<file path="config.mk">
export PLATFORM = sky130hd
export DESIGN_NAME = xc_malu_long_seq_flat
export DESIGN_NICKNAME = d
export VERILOG_FILES = /design/src/rtl/xc_malu_long_seq_if.sv /design/src/rtl/xc_malu_long_seq.sv /design/src/flat_wrapper.sv
export SDC_FILE = /design/constraint.sdc
export NUM_CORES = 1
export LEC_CHECK = 0
export CAP_MARGIN = 20
export CORE_UTILIZATION = 45
export DETAILED_ROUTE_END_ITERATION = 8
export PLACE_DENSITY = 0.73
export SLEW_MARGIN = 10
export SYNTH_ARGS = -nofsm -noshare
export SYNTH_HDL_FRONTEND = slang
export SYNTH_SLANG_ARGS = --single-unit
</file>
<file path="constraint.sdc">
create_clock -name g_clk -period 9.5 [get_ports g_clk]
set_clock_uncertainty 0.15 [all_clocks]
set_input_delay 2.85 -clock g_clk [delete_from_list [all_inputs] [get_ports g_clk]]
set_output_delay 2.85 -clock g_clk [all_outputs]
set_load 0.03 [all_outputs]
</file>
<file path="src/rtl/xc_malu_long_seq_if.sv">
// xc_malu_long_seq_if: issue/writeback bundle for the self-sequenced MALU.
// The issue stage uses the master modport, the arithmetic unit the slave modport.
// With XC_MALU_LONG_SEQ_CARRY_CHAIN_EN defined the bundle also carries the chain request bit.
interface xc_malu_long_seq_if #(
    parameter int unsigned XLEN = 32
);
    logic              valid;
    logic [XLEN-1:0]   rs1;
    logic [XLEN-1:0]   rs2;
    logic [XLEN-1:0]   rs3;
    logic              uop_madd;
    logic              uop_msub;
    logic              uop_macc;
    logic              uop_mmul;
    logic              flush;
`ifdef XC_MALU_LONG_SEQ_CARRY_CHAIN_EN
    logic              chain;
`endif
    logic              busy;
    logic              ready;
    logic [2*XLEN-1:0] result;

`ifdef XC_MALU_LONG_SEQ_CARRY_CHAIN_EN
    modport master (
        output valid, rs1, rs2, rs3, uop_madd, uop_msub, uop_macc, uop_mmul, flush, chain,
        input  busy, ready, result
    );
    modport slave (
        input  valid, rs1, rs2, rs3, uop_madd, uop_msub, uop_macc, uop_mmul, flush, chain,
        output busy, ready, result
    );
`else
    modport master (
        output valid, rs1, rs2, rs3, uop_madd, uop_msub, uop_macc, uop_mmul, flush,
        input  busy, ready, result
    );
    modport slave (
        input  valid, rs1, rs2, rs3, uop_madd, uop_msub, uop_macc, uop_mmul, flush,
        output busy, ready, result
    );
`endif
endinterface

</file>
<file path="src/rtl/xc_malu_long_seq.sv">
// xc_malu_long_seq: self-sequenced multi-precision add/sub/accumulate/multiply unit.
// One shared XLEN-bit adder serves ADD, ACC and HI; the multiplier retires MUL_BITS
// (1, 2 or 4, dividing XLEN) multiplier bits per cycle through its own partial-sum adder.
// Optional carry chaining between madd/msub limbs: XC_MALU_LONG_SEQ_CARRY_CHAIN_EN.
module xc_malu_long_seq #(
    parameter int unsigned XLEN     = 32,
    parameter int unsigned MUL_BITS = 1
) (
    input logic               g_clk,
    input logic               g_resetn,
    xc_malu_long_seq_if.slave bus
);
    localparam int unsigned     MulSteps = XLEN / MUL_BITS;
    localparam int unsigned     CntW     = $clog2(MulSteps) + 1;
    localparam logic [CntW-1:0] CntLast  = CntW'(MulSteps - 1);

    typedef enum logic [2:0] {StIdle, StAdd, StHi, StMul, StAcc, StDone} state_e;
    typedef enum logic [2:0] {OpNone, OpMadd, OpMsub, OpMacc, OpMmul} op_e;

    state_e            state_q, state_d;
    op_e               op_q, op_d, op_in;
    logic [XLEN-1:0]   rs1_q, rs1_d, rs2_q, rs2_d, rs3_q, rs3_d;
    logic [2*XLEN-1:0] acc_q, acc_d, result_q, result_d;
    logic              carry_q, carry_d, cin_in;
    logic [CntW-1:0]   count_q, count_d;

    logic [XLEN-1:0]          add_a, add_b;
    logic                     add_cin, add_sub, add_cout_eff;
    logic [XLEN:0]            add_sum;
    logic [XLEN+MUL_BITS-1:0] mul_pp, mul_psum;

`ifdef XC_MALU_LONG_SEQ_CARRY_CHAIN_EN
    logic chain_carry_q;
`endif

    // Decode the uop (anything but exactly one bit is illegal) and pick the madd/msub carry-in.
    always_comb begin
        case ({bus.uop_mmul, bus.uop_macc, bus.uop_msub, bus.uop_madd})
            4'b0001: op_in = OpMadd;
            4'b0010: op_in = OpMsub;
            4'b0100: op_in = OpMacc;
            4'b1000: op_in = OpMmul;
            default: op_in = OpNone;
        endcase
        cin_in = bus.rs3[0];
`ifdef XC_MALU_LONG_SEQ_CARRY_CHAIN_EN
        if (bus.chain && (op_in == OpMadd || op_in == OpMsub)) cin_in = chain_carry_q;
`endif
    end

    // Shared adder operand select; subtraction is rs1 + ~rs2 + ~b0.
    always_comb begin
        add_a   = rs1_q;
        add_b   = rs2_q;
        add_cin = 1'b0;
        add_sub = 1'b0;
        case (state_q)
            StAdd: begin
                if (op_q == OpMacc) begin
                    add_a = rs2_q;
                    add_b = rs3_q;
                end else begin
                    add_sub = (op_q == OpMsub);
                    add_cin = (op_q == OpMsub) ? ~rs3_q[0] : rs3_q[0];
                end
            end
            StAcc: begin
                add_a = acc_q[XLEN-1:0];
                add_b = rs3_q;
            end
            StHi: begin
                add_a   = (op_q == OpMacc) ? rs1_q : acc_q[2*XLEN-1:XLEN];
                add_b   = '0;
                add_cin = carry_q;
            end
            default: ;
        endcase
    end

    assign add_sum      = {1'b0, add_a} + {1'b0, (add_sub ? ~add_b : add_b)}
                        + {{XLEN{1'b0}}, add_cin};
    // For msub the stored flag is the borrow, i.e. the inverted carry-out.
    assign add_cout_eff = (op_q == OpMsub) ? ~add_sum[XLEN] : add_sum[XLEN];

    // Multiplier partial sum: acc_hi + rs1 * (low MUL_BITS of acc), acc low half holds rs2.
    always_comb begin
        mul_pp = '0;
        for (int i = 0; i < int'(MUL_BITS); i++) begin
            if (acc_q[i]) mul_pp = mul_pp + ({{MUL_BITS{1'b0}}, rs1_q} << i);
        end
        mul_psum = {{MUL_BITS{1'b0}}, acc_q[2*XLEN-1:XLEN]} + mul_pp;
    end

    // Next-state and datapath updates; flush overrides everything.
    always_comb begin
        state_d  = state_q;
        op_d     = op_q;
        rs1_d    = rs1_q;
        rs2_d    = rs2_q;
        rs3_d    = rs3_q;
        acc_d    = acc_q;
        carry_d  = carry_q;
        count_d  = count_q;
        result_d = result_q;
        case (state_q)
            StIdle: begin
                if (bus.valid && !bus.flush) begin
                    op_d    = op_in;
                    rs1_d   = bus.rs1;
                    rs2_d   = bus.rs2;
                    rs3_d   = (op_in == OpMadd || op_in == OpMsub) ?
                              {bus.rs3[XLEN-1:1], cin_in} : bus.rs3;
                    count_d = '0;
                    carry_d = 1'b0;
                    acc_d   = (op_in == OpMmul) ? {{XLEN{1'b0}}, bus.rs2} : '0;
                    case (op_in)
                        OpNone: begin
                            state_d  = StDone;
                            result_d = '0;
                        end
                        OpMmul:  state_d = StMul;
                        default: state_d = StAdd;
                    endcase
                end
            end
            StAdd: begin
                acc_d   = {{XLEN{1'b0}}, add_sum[XLEN-1:0]};
                carry_d = add_cout_eff;
                if (op_q == OpMacc) begin
                    state_d = StHi;
                end else begin
                    result_d = {{(XLEN-1){1'b0}}, add_cout_eff, add_sum[XLEN-1:0]};
                    state_d  = StDone;
                end
            end
            StMul: begin
                acc_d   = {mul_psum, acc_q[XLEN-1:MUL_BITS]};
                count_d = count_q + CntW'(1);
                if (count_q == CntLast) state_d = StAcc;
            end
            StAcc: begin
                acc_d[XLEN-1:0] = add_sum[XLEN-1:0];
                carry_d         = add_sum[XLEN];
                state_d         = StHi;
            end
            StHi: begin
                acc_d[2*XLEN-1:XLEN] = add_sum[XLEN-1:0];
                result_d             = {add_sum[XLEN-1:0], acc_q[XLEN-1:0]};
                state_d              = StDone;
            end
            StDone:  state_d = StIdle;
            default: state_d = StIdle;
        endcase
        if (bus.flush) begin
            state_d  = StIdle;
            acc_d    = '0;
            carry_d  = 1'b0;
            result_d = result_q;
        end
    end

    // State and datapath registers.
    always_ff @(posedge g_clk or negedge g_resetn) begin
        if (!g_resetn) begin
            state_q  <= StIdle;
            op_q     <= OpNone;
            rs1_q    <= '0;
            rs2_q    <= '0;
            rs3_q    <= '0;
            acc_q    <= '0;
            carry_q  <= 1'b0;
            count_q  <= '0;
            result_q <= '0;
        end else begin
            state_q  <= state_d;
            op_q     <= op_d;
            rs1_q    <= rs1_d;
            rs2_q    <= rs2_d;
            rs3_q    <= rs3_d;
            acc_q    <= acc_d;
            carry_q  <= carry_d;
            count_q  <= count_d;
            result_q <= result_d;
        end
    end

`ifdef XC_MALU_LONG_SEQ_CARRY_CHAIN_EN
    // Remember the madd carry / msub borrow of the last completed limb.
    always_ff @(posedge g_clk or negedge g_resetn) begin
        if (!g_resetn) begin
            chain_carry_q <= 1'b0;
        end else if (bus.flush) begin
            chain_carry_q <= 1'b0;
        end else if (state_q == StDone && (op_q == OpMadd || op_q == OpMsub)) begin
            chain_carry_q <= carry_q;
        end
    end
`endif

    assign bus.busy   = (state_q != StIdle);
    assign bus.ready  = (state_q == StDone);
    assign bus.result = result_q;
endmodule

</file>
<file path="src/flat_wrapper.sv">
// flat-port wrapper written by rule: the top's interface ports become plain ports
module xc_malu_long_seq_flat 
#(
    parameter int unsigned XLEN     = 32,
    parameter int unsigned MUL_BITS = 1
)
  (g_clk, g_resetn, bus_valid, bus_rs1, bus_rs2, bus_rs3, bus_uop_madd, bus_uop_msub, bus_uop_macc, bus_uop_mmul, bus_flush, bus_busy, bus_ready, bus_result);
  xc_malu_long_seq_if #(.XLEN(XLEN)) bus_i ();
  input logic g_clk;
  input logic g_resetn;
  input wire logic [$bits(bus_i.valid)-1:0] bus_valid;
  input wire logic [$bits(bus_i.rs1)-1:0] bus_rs1;
  input wire logic [$bits(bus_i.rs2)-1:0] bus_rs2;
  input wire logic [$bits(bus_i.rs3)-1:0] bus_rs3;
  input wire logic [$bits(bus_i.uop_madd)-1:0] bus_uop_madd;
  input wire logic [$bits(bus_i.uop_msub)-1:0] bus_uop_msub;
  input wire logic [$bits(bus_i.uop_macc)-1:0] bus_uop_macc;
  input wire logic [$bits(bus_i.uop_mmul)-1:0] bus_uop_mmul;
  input wire logic [$bits(bus_i.flush)-1:0] bus_flush;
  output wire logic [$bits(bus_i.busy)-1:0] bus_busy;
  output wire logic [$bits(bus_i.ready)-1:0] bus_ready;
  output wire logic [$bits(bus_i.result)-1:0] bus_result;
  assign bus_i.valid = bus_valid;
  assign bus_i.rs1 = bus_rs1;
  assign bus_i.rs2 = bus_rs2;
  assign bus_i.rs3 = bus_rs3;
  assign bus_i.uop_madd = bus_uop_madd;
  assign bus_i.uop_msub = bus_uop_msub;
  assign bus_i.uop_macc = bus_uop_macc;
  assign bus_i.uop_mmul = bus_uop_mmul;
  assign bus_i.flush = bus_flush;
  assign bus_busy = bus_i.busy;
  assign bus_ready = bus_i.ready;
  assign bus_result = bus_i.result;
  xc_malu_long_seq #(.XLEN(XLEN), .MUL_BITS(MUL_BITS)) u_core (.g_clk(g_clk), .g_resetn(g_resetn), .bus(bus_i));
endmodule
</file>
# == Word level (Yosys, flattened, before mapping) ==
# Cells that the tools add are included.
# totals
regBits,237
inputBits,104
output_inout_bits,66
# op_classes
n_addsub,4
n_eq_ne,18
muxes,34
n_bitwise,4
reduce_logical,18
# ops
operator,count
64-bit two-way mux,5
32-bit one-hot mux with 3 select lines,3
32-bit two-way mux,6
64-bit one-hot mux with 3 select lines,1
32-bit one-hot mux with 4 select lines,1
32-bit by 32-bit adder with 33-bit output,2
33-bit by 1-bit adder with 33-bit output,1
32-bit inverter,1
3-bit one-hot mux with 5 select lines,1
"3-bit by 2-bit equality test with 1-bit output, second input constant",4
3-bit two-way mux,4
3-bit one-hot mux with 4 select lines,1
6-bit one-hot mux with 2 select lines,1
2-bit AND reduction,6
"3-bit equality test, second input constant",3
4-bit nonzero test,2
1-bit two-way mux,7
"6-bit by 1-bit adder with 6-bit output, second input constant",1
"6-bit by 5-bit equality test with 1-bit output, second input constant",1
3-bit zero test,2
6-bit two-way mux,1
"3-bit by 2-bit inequality test with 1-bit output, second input constant",2
3-bit one-hot mux with 2 select lines,1
3-bit nonzero test,2
16 further kinds,19

# == Longest topological paths before layout ==
# logic_depth
depth_word,11
depth_mapped,22

# == Least setup slack after synthesis ==
# No wires, ideal clock.
# synth_path
path_type,reg2reg
from,reg u_core.state_q[1]
to,reg u_core.acc_q[62]
arrival_time_ns,4.845
t_required_ns,9.224
path_slack_ns,4.379
path_stages_with_launch,20
n_path_buf,3
path_cell_list,dfrtp_1 clkbuf_1 nor3_1 or2_2 clkbuf_1 clkbuf_1 a21oi_1 xnor2_1 fa_1 fa_1 nor2b_1 o21a_1 o21ai_0 a21oi_1 o21ai_0 a21oi_1 mux2i_1 a2111oi_0 nor2_1 a221o_1
# synth_via
elab_chain_cells,8
elab_cells_between_ends,18
# synth_rtl
element,line_no,text
"start, declared",xc_malu_long_seq.sv:20,"state_e state_q, state_d;"
"start signal, assigned",xc_malu_long_seq.sv:165,state_q <= StIdle;
"start signal, assigned",xc_malu_long_seq.sv:175,state_q <= state_d;
"3-bit by 2-bit equality test with 1-bit output, or another cell as far along","xc_malu_long_seq.sv:57, xc_malu_long_seq.sv:105",
32-bit one-hot mux with 3 select lines,xc_malu_long_seq.sv:57,case (state_q)
32-bit inverter,xc_malu_long_seq.sv:80,"assign add_sum = {1'b0, add_a} + {1'b0, (add_sub ? ~add_b : add_b)}"
32-bit two-way mux,xc_malu_long_seq.sv:80,
32-bit by 32-bit adder with 33-bit output,xc_malu_long_seq.sv:80,
33-bit by 1-bit adder with 33-bit output,xc_malu_long_seq.sv:81,"+ {{XLEN{1'b0}}, add_cin};"
32-bit one-hot mux with 4 select lines,xc_malu_long_seq.sv:105,case (state_q)
64-bit two-way mux,xc_malu_long_seq.sv:154,if (bus.flush) begin
"end signal, assigned",xc_malu_long_seq.sv:170,acc_q <= '0;
"end signal, assigned",xc_malu_long_seq.sv:180,acc_q <= acc_d;
"end, declared",xc_malu_long_seq.sv:23,"logic [2*XLEN-1:0] acc_q, acc_d, result_q, result_d;"
# Several ways; a longest one is shown, not always the timed one.
# A chain may end at the register's enable or synchronous reset.

# == Worst setup path after layout ==
# Ends and elaborated chain as after synthesis.

==> results.toml <==
[setup_path]
path_max_fanout = 34
reg2reg_depth = 19
critical_path_class = "register to register"
endpoint_kind = "register"
startpoint_type = "register"
worst_ep_required_time_ns = 9.80
arrival_ns = 7.36

[clock_network]
cts.sink_count = 237
cts_tree = "built"
cts.clk_slew.worst_paths_ns = 0.06
cts_setup_buffers = 0
ctsHoldBuffers = 0
cts_made_buffers = 28
cts_buffer_depth = 3
ctsRootBufferMaster = "clkbuf_16"
htree_levels = 1
cts_resized = 0
insertion_delay_ns = 0.56

[global_routing]
grt-ovfl-total = 0
use_met1_pct = 36.18
grt_pass1_vias = 13354
grt_max_degree = 114
antenna_found_initial = 0
grt_usage_pct = 29.44
gr-max-usage-layer = "met2"
grt_use_met2_pct = 48.36
grt_pass1_wl_um = 75670
use_met3_pct = 4.081

[routing]
routed_wl_um = 49960
drc_errors = 0
vias_per_cell = 6.180
wire_per_inst_um = 22.49
drtIter0Drc = 1638
drtPass1Iterations = 7
ant_nets = 0
vias = 13733

[die]
die_x_um = 184.0
dieArea_sq_um = 33860
row_count = 66
start_util_pct = 45.82
core_area_sq_um = 32540
dieHeight_um = 184.0
ios = 170

[placement]
place_ws_ns = 2.538
io_buffers = 169
gp_congestion = 1.005
dp_hpwl_um = 35640
dp.cells = 2171

[logic_synthesis]
synth.distinct_cells = 66
synth_warnings = 0
mappedNetlistNets = 1811
synth.largest_area_cell = "dfrtp_1"
synth_flop_cell = "dfrtp_1"
synth_area_sq_um = 14910
ys_ff_latch = 237
ys_seq_area_share_pct = 39.78
async_reset_ff_share_pct = 100.0
synth_top_cell_area_share_pct = 39.78
synth_area_leaders = "dfrtp_1, mux2_2, nand2_1"
synth-edff-count = 0
syn_inst = 1640
avgSynthCellArea_sq_um = 9.090

[sta]
tightest_slew_ns = 1.047
fin_ws_ns = 2.439
max_slew_margin_pct = 30.18
timing.hold.ws_ns = 0.3241
post-route-period-util_pct = 74.33
rsz0062_at_grt = "false"
setup_viol = 0
finalSetupTns_ns = 0
timing.final.crit_period_ns = 7.061
max_freq_mhz = 141.6
drv_slew = 0
final_hold_viol_count = 0

[pwr]
ir_drop_v = 0.0001908
powerDensity_nw_per_um2 = 337.4
p_leak_nw = 8.065

[layout]
syn2layout_area_growth_pct = 20.51
final_cell_mix = "dfrtp_1, nand2_1, clkdlybuf4s50_1, a21oi_1, o21ai_0"
utilization_pct = 55.22
num_antenna_cells = 0
fin_cells = 2222
multiInputGateArea_sq_um = 8543
final_net_count = 1930
final_common_cell = "dfrtp_1"
n_fill_cell = 2946
drive_gt1_share_pct = 10.96
seqCellArea_sq_um = 5931

[worst_hold_path]
hp-class = "register to register"
hold_depth = 2

[flow_run]
cap_violations = 0

[outcome]
status = "finished clean"
-- critical path, cell delays in order, from the launching register on --
cell       delay [ns]
dfrtp_1          0.94
nand2b_1         0.27
nand2b_1         0.62
nor2_2           0.09
or2_2            0.59
o21ai_2          0.23
buf_4            0.32
a21boi_0         0.18
fa_1             0.47
fa_1             0.50
nor2b_1          0.14
o21a_1           0.16
o21ai_0          0.13
a21oi_1          0.31
o21ai_0          0.25
a21oi_1          0.24
mux2i_1          0.11
a2111oi_0        0.81
nor2_1           0.12
a221o_1          0.29
-- state kept, by name, summed over array words and instances, names as in the netlist --
signal / flops
u_core.acc_q: 64
u_core.bus.result: 64
u_core.rs1_q: 32
u_core.rs2_q: 32
u_core.rs3_q: 32
u_core.count_q: 6
u_core.op_q: 3
u_core.state_q: 3
u_core.carry_q: 1
-- synthesized netlist by cell type (29+ instances only) --
library cell  count
dfrtp_1         237
nand2_1         235
a21oi_1         131
o21ai_0         121
mux2_2          104
nor2_1           98
clkbuf_1         94
ha_1             64
a21o_1           53
xor2_1           52
and3_1           42
and2_1           41
xnor2_1          38
a222oi_1         33
a22oi_1          32
nor3_1           29
-- power breakdown --
| part | internal [W] | switching, W |
|---|---|---|
| Clock | 0.000730 | 0.000439 |
| Sequential | 0.00134 | 0.000333 |
| Combinational | 0.00121 | 0.00201 |
-- layout make-up --
| class | instances | area share (%) |
|---|---|---|
| Clock buffer | 39 | 4.527 |
| Clock inverter | 12 | 1.079 |
| Inverter | 20 | 0.4179 |
| Multi-Input combinational cell | 1281 | 47.55 |
| Sequential cell | 237 | 33.01 |
| Tap cell | 442 | 3.078 |
| Timing Repair Buffer | 191 | 10.33 |
-- worst paths after layout --
kind / from / to / slack [ns]
worst max register to register: u_core.state_q[1]$_DFFE_PN0P_ / u_core.acc_q[62]$_DFFE_PN0P_ / 2.44
worst min register to register: u_core.bus.result[5]$_DFFE_PN0P_ / u_core.bus.result[5]$_DFFE_PN0P_ / 0.32
min in group asynchronous: g_resetn / u_core.rs1_q[7]$_DFFE_PN0P_ / 2.20
max in group asynchronous: g_resetn / u_core.bus.result[57]$_DFFE_PN0P_ / 5.62
worst max-delay path: u_core.state_q[1]$_DFFE_PN0P_ / u_core.acc_q[62]$_DFFE_PN0P_ / 2.44
worst min-delay path: u_core.bus.result[5]$_DFFE_PN0P_ / u_core.bus.result[5]$_DFFE_PN0P_ / 0.32
-- cell families after synthesis --
logic type	share of synthesized area, %
and+or+nand+nor	15.91
AOI/OAI and AO/OA	22.06
DFF	39.78
buffers and inverters	3.122
muxes	8.057
xor gates and xnor gates	5.287
adders and majority gates	5.774
-- metal layers --
metal	up-vias	share of wire [%]
met2	714	46
met3	191	7.2
met1	6607	39
met5	-	0
met4	0	7.6
li1	6221	-
-- through the flow --
stage               cell area (sq um)  power [W]
floorplan                       14910   0.003674
global placement                16960   0.004797
detailed placement              16960   0.004826
CTS                             17970   0.006023
global route                    17970   0.006371
finish                          17970   0.006061
(Power assumes the default switching activity.)
==> RTL edit (config.mk and constraints unchanged) <==
Re-encode `op_e` (5 values) as Gray code, 3 bits wide.
--- a/src/rtl/xc_malu_long_seq.sv
+++ b/src/rtl/xc_malu_long_seq.sv
@@ -16,5 +16,5 @@
 
     typedef enum logic [2:0] {StIdle, StAdd, StHi, StMul, StAcc, StDone} state_e;
-    typedef enum logic [2:0] {OpNone, OpMadd, OpMsub, OpMacc, OpMmul} op_e;
+    typedef enum logic [2:0] {OpNone = 3'b000, OpMadd = 3'b001, OpMsub = 3'b011, OpMacc = 3'b010, OpMmul = 3'b110} op_e;
 
     state_e            state_q, state_d;
Formal check against the unedited RTL: no difference found for any inputs over 4 cycles, from zero or initial values and one cycle with g_resetn low; so few cycles prove little.
==> RTL edit against the original RTL <==
The run now ends with design-rule violations left; worst setup slack gained 0.47 ns; sequential power increased by 8%; total power rose by 26%; routed wire length fell by 1.4%; area after synthesis fell by 1.1%; critical path depth is 3 lower; sequential cell count unchanged; design area is 0.75% lower; critical endpoint is now u_core.carry_q.
==> RTL edit: results (changes against the original RTL) <==
* Syn Nets at 1778 (was 1811)
* Area contributors post-synth: dfrtp_1 (40%), mux2_2 (7.9%), nand2_1 (5.9%), ha_1 (5.4%), o21ai_0 (4.6%) (was dfrtp_1 (40%), mux2_2 (7.9%), nand2_1 (5.9%), ha_1 (5.4%), a21oi_1 (4.4%))
* Cell Count, Final, Fillers Out at 2175 (was 2222)
* Inst Count DP at 2124 (was 2171)
* Routed wire length at 49.2 mm (was 50.0 mm)
* Result of the run: finished, violations left (was completed)
* First-pass GRT wire length at 75.6 mm (was 75.7 mm)
* Layout cells sized above 1 at 10.8% (was 11.0%)
* Seq/Total Area, Yosys at 40.2% (was 39.8%)
* Mean Syn Cell Area at 9.17 sq um (was 9.09 sq um)
* Overall Global Routing Usage at 29.1% (was 29.4%)
* Routability cong. at 0.940 (was 1.00)
* Peak supply drop at 0.231 mV (was 0.191 mV)
* DP Worst Slack at 3.08 ns (was 2.54 ns)
* Met2 Use GR at 46.3% (was 48.4%)
* Hold Crit Class: register to register (unchanged)
* # nets final at 1892 (was 1930)
* DR iter-0 viols at 1757 (was 1638)
* DRC at 7 (was 0)
* Top cells by count, synth: dfrtp_1 (237), nand2_1 (232), o21ai_0 (136) (was dfrtp_1 (237), nand2_1 (235), a21oi_1 (131))
* Post-DP HPWL at 33.6 mm (was 35.6 mm)
* Leakage at 0.00798 uW (was 0.00806 uW)
* # fillers at 2837 (was 2946)
* Violated checks: design-rule violations
* DR vias/cell at 6.31 (was 6.18)
* Largest net degree at the start of global routing at 132 (was 114)
* Relative slew slack at 26.1% (was 30.2%)
* Met3 Use GR at 4.41% (was 4.08%)
* Critical path data arrival time at 6.87 ns (was 7.36 ns)
* Vias in the first global route at 13300 (was 13400)
RTL edit: changes by cell type after synthesis, sizes merged, moves of 8 or more:
cell   unedited run  this run
a21oi           132       120
a22oi            32        57
and3             42        13
nand3            23        15
nand4             4        14
o21ai           122       139
xnor2            38        66
xor2             52        26
RTL edit: where the power goes:
group          switching [uW]  internal (uW)  leakage, uW
Clock                     436            733     0.000482
Sequential                397           1400      0.00306
Combinational            2880           1760      0.00444
RTL edit: stage by stage:
step                cell area [sq um]  util, %  power [uW]  hold slack [ns]
floorplan                       14700        -        4920            0.304
global placement                16800     52.7        6240            0.316
detailed placement              16800     52.7        6290            0.313
CTS                             17800     55.8        7500            0.328
global route                    17800     55.9        8060            0.354
finish                          17800     55.9        7610            0.323
RTL edit: cell families (layout without fill, tap and decap cells):
kind of cell,Yosys count,count (layout),synth area share [%]
buffers and inverters,120,253,3.06
XOR/XNOR,92,92,5.47
AND/OR/NAND/NOR,464,464,13.9
adder cells (fa/ha/maj),67,67,5.84
multiplexers,105,105,8.01
AO/OA/AOI/OAI,522,522,23.5
flip-flops,237,237,40.2
RTL edit: cell type report:
cell class | count | share of cell area [%]
repair buffers | 188 | 10.5
well taps | 435 | 3.05
clock inverters | 10 | 1.14
multi-input cells | 1250 | 47.3
flip-flops and latches | 237 | 33.3
clock buffers | 39 | 4.39
inverters | 16 | 0.337
RTL edit: worst paths after layout:
kind | start | slack [ns] | to | depth (start not counted)
worst max-delay path | u_core.state_q[2] | 2.91 | u_core.carry_q | 16
worst min-delay path | u_core.bus.result[60] | 0.32 | u_core.bus.result[60] | 2
worst max register to register | u_core.state_q[2] | 2.91 | u_core.carry_q | 16
worst min register to register | u_core.bus.result[60] | 0.32 | u_core.bus.result[60] | 2
max in group asynchronous | g_resetn | 5.85 | u_core.rs3_q[20] | 2
min in group asynchronous | g_resetn | 2.16 | u_core.rs1_q[7] | 1
RTL edit: layer usage:
metal	share of wire (%)	up-vias
met5	0	-
met2	45	834
li1	-	6130
met4	4.1	0
met3	9.7	152
met1	41	6604
RTL edit: critical path, cell delays in order (launching register included):
cell,delay [ns]
dfrtp_1,0.99
and2_2,0.88
or2_2,0.79
a22oi_1,0.23
xor2_1,0.19
fa_1,0.41
inv_1,0.09
fa_1,0.22
a21o_1,0.17
a311oi_1,0.13
or4_4,0.57
a31oi_1,0.38
o21ai_0,0.28
o31ai_1,0.53
a21oi_1,0.18
mux2i_1,0.19
nor2_1,0.06
